`config.mk`:
```
export PLATFORM = sky130hd
export DESIGN_NAME = shift_sequencer
export DESIGN_NICKNAME = d
export VERILOG_FILES = /design/src/rtl/shift_sequencer.sv
export SDC_FILE = /design/constraint.sdc
export NUM_CORES = 1
export LEC_CHECK = 0
export CAP_MARGIN = 25
export CORE_MARGIN = 4
export CORE_UTILIZATION = 44
export DETAILED_ROUTE_END_ITERATION = 8
export GPL_TIMING_DRIVEN = 0
export PLACE_DENSITY = 0.9
export SYNTH_ARGS = -nofsm -noshare
export SYNTH_HDL_FRONTEND = slang
export SYNTH_SLANG_ARGS = --single-unit
```
`constraint.sdc`:
```
create_clock -name clk -period 4.9 [get_ports clk]
set_input_delay 0.98 -clock clk [delete_from_list [all_inputs] [get_ports clk]]
set_output_delay 0.98 -clock clk [all_outputs]
set_load 0.005 [all_outputs]
```
`src/rtl/shift_sequencer.sv`:
```
// shift_sequencer: command front-end for shift_register.
// Takes a {data, shift count, fill} command, drives one parallel load followed
// by N shifts into the downstream shift_register, then returns the captured q
// on a valid/ready result port.
module shift_sequencer #(
  parameter int WIDTH = 8,
  parameter int CNT_W = 4
) (
  input  logic             clk,
  input  logic             rst_n,
  input  logic             cmd_valid,
  output logic             cmd_ready,
  input  logic [WIDTH-1:0] cmd_data,
  input  logic [CNT_W-1:0] cmd_shifts,
  input  logic             cmd_fill,
  input  logic [WIDTH-1:0] sr_q,
  output logic             load_en,
  output logic             shift_en,
  output logic [WIDTH-1:0] parallel_in,
  output logic             serial_in,
  output logic             busy,
  output logic             result_valid,
  input  logic             result_ready,
  output logic [WIDTH-1:0] result_data
);

  typedef enum logic [2:0] {
    IDLE,
    LOAD,
    SHIFT,
    CAPTURE,
    DONE
  } state_t;

  localparam logic [CNT_W-1:0] MAX_N = CNT_W'(WIDTH);

  state_t           state;
  state_t           state_next;
  logic [WIDTH-1:0] data_q;
  logic             fill_q;
  logic [CNT_W-1:0] count;
  logic [WIDTH-1:0] result_q;
  logic [CNT_W-1:0] n_clamped;
  logic             accept;

  assign accept    = cmd_valid && cmd_ready;
  assign n_clamped = (cmd_shifts > MAX_N) ? MAX_N : cmd_shifts;

  // State register.
  always_ff @(posedge clk or negedge rst_n) begin
    if (!rst_n) begin
      state <= IDLE;
    end else begin
      state <= state_next;
    end
  end

  // Next-state logic: one load, N shifts, one capture, then wait for the consumer.
  always_comb begin
    state_next = state;
    case (state)
      IDLE:    if (accept) state_next = LOAD;
      LOAD:    state_next = (count != '0) ? SHIFT : CAPTURE;
      SHIFT:   if (count <= CNT_W'(1)) state_next = CAPTURE;
      CAPTURE: state_next = DONE;
      DONE:    if (result_ready) state_next = IDLE;
      default: state_next = IDLE;
    endcase
  end

  // Command latch, shift down-counter and result capture.
  always_ff @(posedge clk or negedge rst_n) begin
    if (!rst_n) begin
      data_q   <= '0;
      fill_q   <= 1'b0;
      count    <= '0;
      result_q <= '0;
    end else begin
      if (accept) begin
        data_q <= cmd_data;
        fill_q <= cmd_fill;
        count  <= n_clamped;
      end else if (state == SHIFT) begin
        count <= count - CNT_W'(1);
      end
      if (state == CAPTURE) begin
        result_q <= sr_q;
      end
    end
  end

  // Output decode from registered state only.
  always_comb begin
    cmd_ready    = 1'b0;
    load_en      = 1'b0;
    shift_en     = 1'b0;
    serial_in    = 1'b0;
    result_valid = 1'b0;
    busy         = (state != IDLE);
    case (state)
      IDLE:    cmd_ready    = 1'b1;
      LOAD:    load_en      = 1'b1;
      SHIFT: begin
        shift_en  = 1'b1;
        serial_in = fill_q;
      end
      DONE:    result_valid = 1'b1;
      default: ;
    endcase
  end

  assign parallel_in = data_q;
  assign result_data = result_q;

endmodule

```
Yosys cells after proc, flatten, opt, wreduce, memory -nomap -nowiden. Index checks and enable logic that the tools add are counted.

$add $sub $neg: 1. Order comparisons: 2. Equality and inequality tests: 7. Muxes and demuxes: 13. Reductions and logical operators: 6.

Operators with widths (count): 3-bit case mux with 5 select lines (1); 4-bit two-way mux (3); 3-bit two-way mux (3); 3-bit by 2-bit == test with 1-bit output, second input constant (2); 1-bit two-way mux (6); 2-bit inequality test, second input constant (3); 4-bit greater-than comparator, second input constant (1); 4-bit by 1-bit <= comparator with 1-bit output, second input constant (1); 4-bit nonzero test (1); 4-bit by 1-bit subtractor with 4-bit output, second input constant (1); 3-bit by 1-bit == test with 1-bit output, second input constant (1); 3-bit == test, second input constant (1); 3-bit logical NOT (1); 3-bit AND reduction (1); 3-bit nonzero test (1); 2-bit nonzero test (1); 1-bit logical AND (1).

Bits in registers: 24. Input port bits: 25. Output and inout port bits: 22. Logic and storage cells: 34.

Logic depth before layout (Yosys ltp).
Depth after elaboration: 5. Mapped depth: 5. Mapped depth without buffers: 5.

Worst setup path before layout. OpenSTA, ideal clock, no wires.

Path kind: register to output. Start point: register state[0]. End point: output port serial_in. Arrival time: 1.059 ns. Required time: 3.920 ns. Setup slack: 2.861 ns. Stages on the path, launching flop included: 4. Path buffers: 1. Cell sequence: dfrtp_1 buf_6 nor3b_2 and2_1.

Cells in the longest elaborated chain, start to end: 2.

Ends and longest elaborated chain: from (decl) (line 37) `state_t state;`; from (signal assigned) (line 54) `state <= state_next;`; 3-bit by 2-bit == test with 1-bit output (line 100) `case (state)`; 1-bit two-way mux (line 100); to (decl) (line 20) `output logic serial_in,`.

No other way between the ends.

Final worst setup path.
Start point: register state[2]. End point: output port serial_in.

Same word-level chain as after synthesis.

==> flow_summary.yaml <==
status:
  status: "complete, no violations"
drt:
  drt_wl_total_um: 2450
  dr.pass1.iters: 2
  wire_per_inst_um: 15.2
  route.detailed.drc: 0
  vias: 819
  antenna_left: 0
  dr.first_iter.drc_count: 6
  via_per_inst: 5.09
flow_run:
  cap_violations: 0
placed_design:
  portBuffers: 46
  gp_congestion: 0.740
  dpl_worst_slack_ns: 2.24
  dp_hpwl_um: 1940
  placed_area_um2: 1600
cts:
  path_clk_slew_ns: 0.13
  root_buffer: "clkbuf_4"
  post-cts-setup-buffer-count: 0
  cts_buffer_depth: 2
  cts_tree: "done"
  cts_hold_buffers: 0
  htreeDepth: 1
  cts_inserted_buffers: 3
  insertion_delay_ns: 0.31
  cts_sinks: 24
  postCtsResizedCells: 0
synthesis:
  synth.most_common_cell: "dfrtp_1"
  synthFlopType: "dfrtp_1"
  synth_common_cells: "24 x dfrtp_1, 16 x mux2_2, 7 x inv_1, 4 x o21ai_0"
  synth_nets: 109
  synth-seq-area-share_pct: 54.5
  synth_compound_area_share_pct: 6.02
  synthSimpleGateAreaFrac_pct: 10.1
  syn_inst: 82
  synth_warnings: 0
  synth_top_area_share_pct: 54.5
  ys_ff_latch: 24
  synthMuxAreaShare_pct: 20.4
  async_flop_share_pct: 100
  synthXorXnorAreaFrac_pct: 0.795
  ys_types: 26
  synthAdderAreaFrac_pct: 2.27
  synth_edf_count: 0
  synth_top_cell_by_area: "dfrtp_1"
  synth_top_family_by_area: "multiplexers"
  syn_area_um2: 1100
  synth_area_per_cell_um2: 13.4
  synth.area.top_cells: "dfrtp_1 54%, mux2_2 16%, mux2_4 4.1%"
finish:
  final_util_pct: 71.8
  fin_area_um2: 1650
  fillers: 181
  final_net_count: 161
  drive_gt1_share_pct: 23.3
  syn2layout_area_growth_pct: 49.6
  diodes: 0
grt:
  grt_pass1_wl_um: 4170
  grt_pass1_vias: 900
  track_usage_pct: 16.1
  grt_max_degree: 25
  antenna_found_initial: 0
  overflow: 0
critical_path:
  regToRegEndpoint: "parallel_in[2]"
  crit_arrival_ns: 2.02
  ff2ff_setup_slack_ns: 3.14
  end_kind: "primary output"
  crit_start: "state[2]"
  path_class: "flop to primary output"
  critPathMaxFanout: 8
  rr_worst_depth: 4
  cp-start-kind: "flop"
  r2r-start: "state[1]"
  worstPathRequired_ns: 3.92
  critPathCapture: "serial_in"
power_and_ir_drop:
  total_power_mw: 1.00
  p_leak_nw: 0.707
  ir_drop_uv: 378
  power_density_nw_per_um2: 609
hold_path:
  min_path_type: "flop to flop"
timing:
  finalHoldViolCount: 0
  timing.fmax_mhz: 333
  setup_viol: 0
  finalSetupTns_ns: 0
  final_max_slew_viol_count: 0
  worst_pin_slew_ns: 0.602
  finalCritPeriodShare_pct: 61.3
  fin_ws_ns: 1.90
  finalCriticalPeriod_ns: 3.00
  relSlewSlack_pct: 59.7
  rsz0062_at_grt: "no"
  skew_ns: 0.00400
die:
  ios: 47
  die_h_um: 58.1
  rows: 17
  start_util_pct: 48.0
  dieWidth_um: 58.1
  dieArea_um2: 3370
  coreArea_um2: 2300
==> metrics by stage <==
step,instances,hold WS (ns)
finish,161,0.520
global route,161,0.548
floorplan,82,0.473
global placement,156,0.488
CTS,160,0.525
detailed placement,156,0.494
==> flip-flops by register name, summed over array words and instances (netlist names) <==
signal / count
count: 4
parallel_in: 8
fill_q: 1
result_data: 8
state: 3
==> cell families (layout without fill, tap and decap cells) <==
| group | count (synthesis) | count (layout) |
|---|---|---|
| AO/OA/AOI/OAI | 10 | 10 |
| multiplexers | 19 | 19 |
| buffers and inverters | 11 | 62 |
| flip-flops | 24 | 24 |
| AND/OR/NAND/NOR | 15 | 15 |
| adder cells (fa/ha/maj) | 2 | 2 |
| XOR/XNOR | 1 | 1 |
==> worst min-delay path by stage <==
stage                   start             end  slack [ns]  depth (start not counted)
2_1_floorplan          fill_q          fill_q        0.47                          1
3_3_place_gp   result_data[2]  result_data[2]        0.49                          1
3_5_place_dp           fill_q          fill_q        0.49                          1
4_1_cts        result_data[2]  result_data[2]        0.52                          1
5_1_grt                fill_q          fill_q        0.55                          1
6_report       result_data[2]  result_data[2]        0.52                          1
==> where the power goes <==
part	internal [mW]	leakage (nW)	total, mW	switching, mW
registers	0.299	0.287	0.351	0.0521
clock network	0.0454	0.0210	0.103	0.0579
logic	0.349	0.399	0.549	0.200
==> metal layers <==
metal	vias up	track usage [%]	routed length, um	part of all wire [%]
met3	2	1.11	69	2.8
met5	-	0	0	0
li1	390	-	-	-
met2	14	28.2	1390	57
met4	0	8.61	27	1.1
met1	413	19.5	958	39
==> layout by cell type (no fill, tap or decap), types with 2 or more instances in the layout <==
cell / n
a32oi_1: 2
buf_6: 3
clkbuf_4: 3
clkdlybuf4s50_1: 46
dfrtp_1: 24
ha_1: 2
inv_1: 7
mux2_2: 16
mux2_4: 3
nand3_1: 3
nor2_1: 2
o21ai_0: 4
==> critical path, cell delays in order, from the launching register on <==
cell and delay [ns]:
dfrtp_1 0.39, buf_2 0.17, nor3b_2 0.45, and2_1 0.21, clkdlybuf4s50_1 0.50
==> layout make-up <==
type	instances	area [um2]	area share (%)
Timing Repair Buffer	47	475	28.8
Tap cell	28	35.0	2.12
Sequential cell	24	601	36.4
Clock buffer	4	36.3	2.20
Buffer	4	38.8	2.35
Inverter	7	26.3	1.59
Multi-Input combinational cell	47	437	26.5
(Power assumes the default switching activity.)
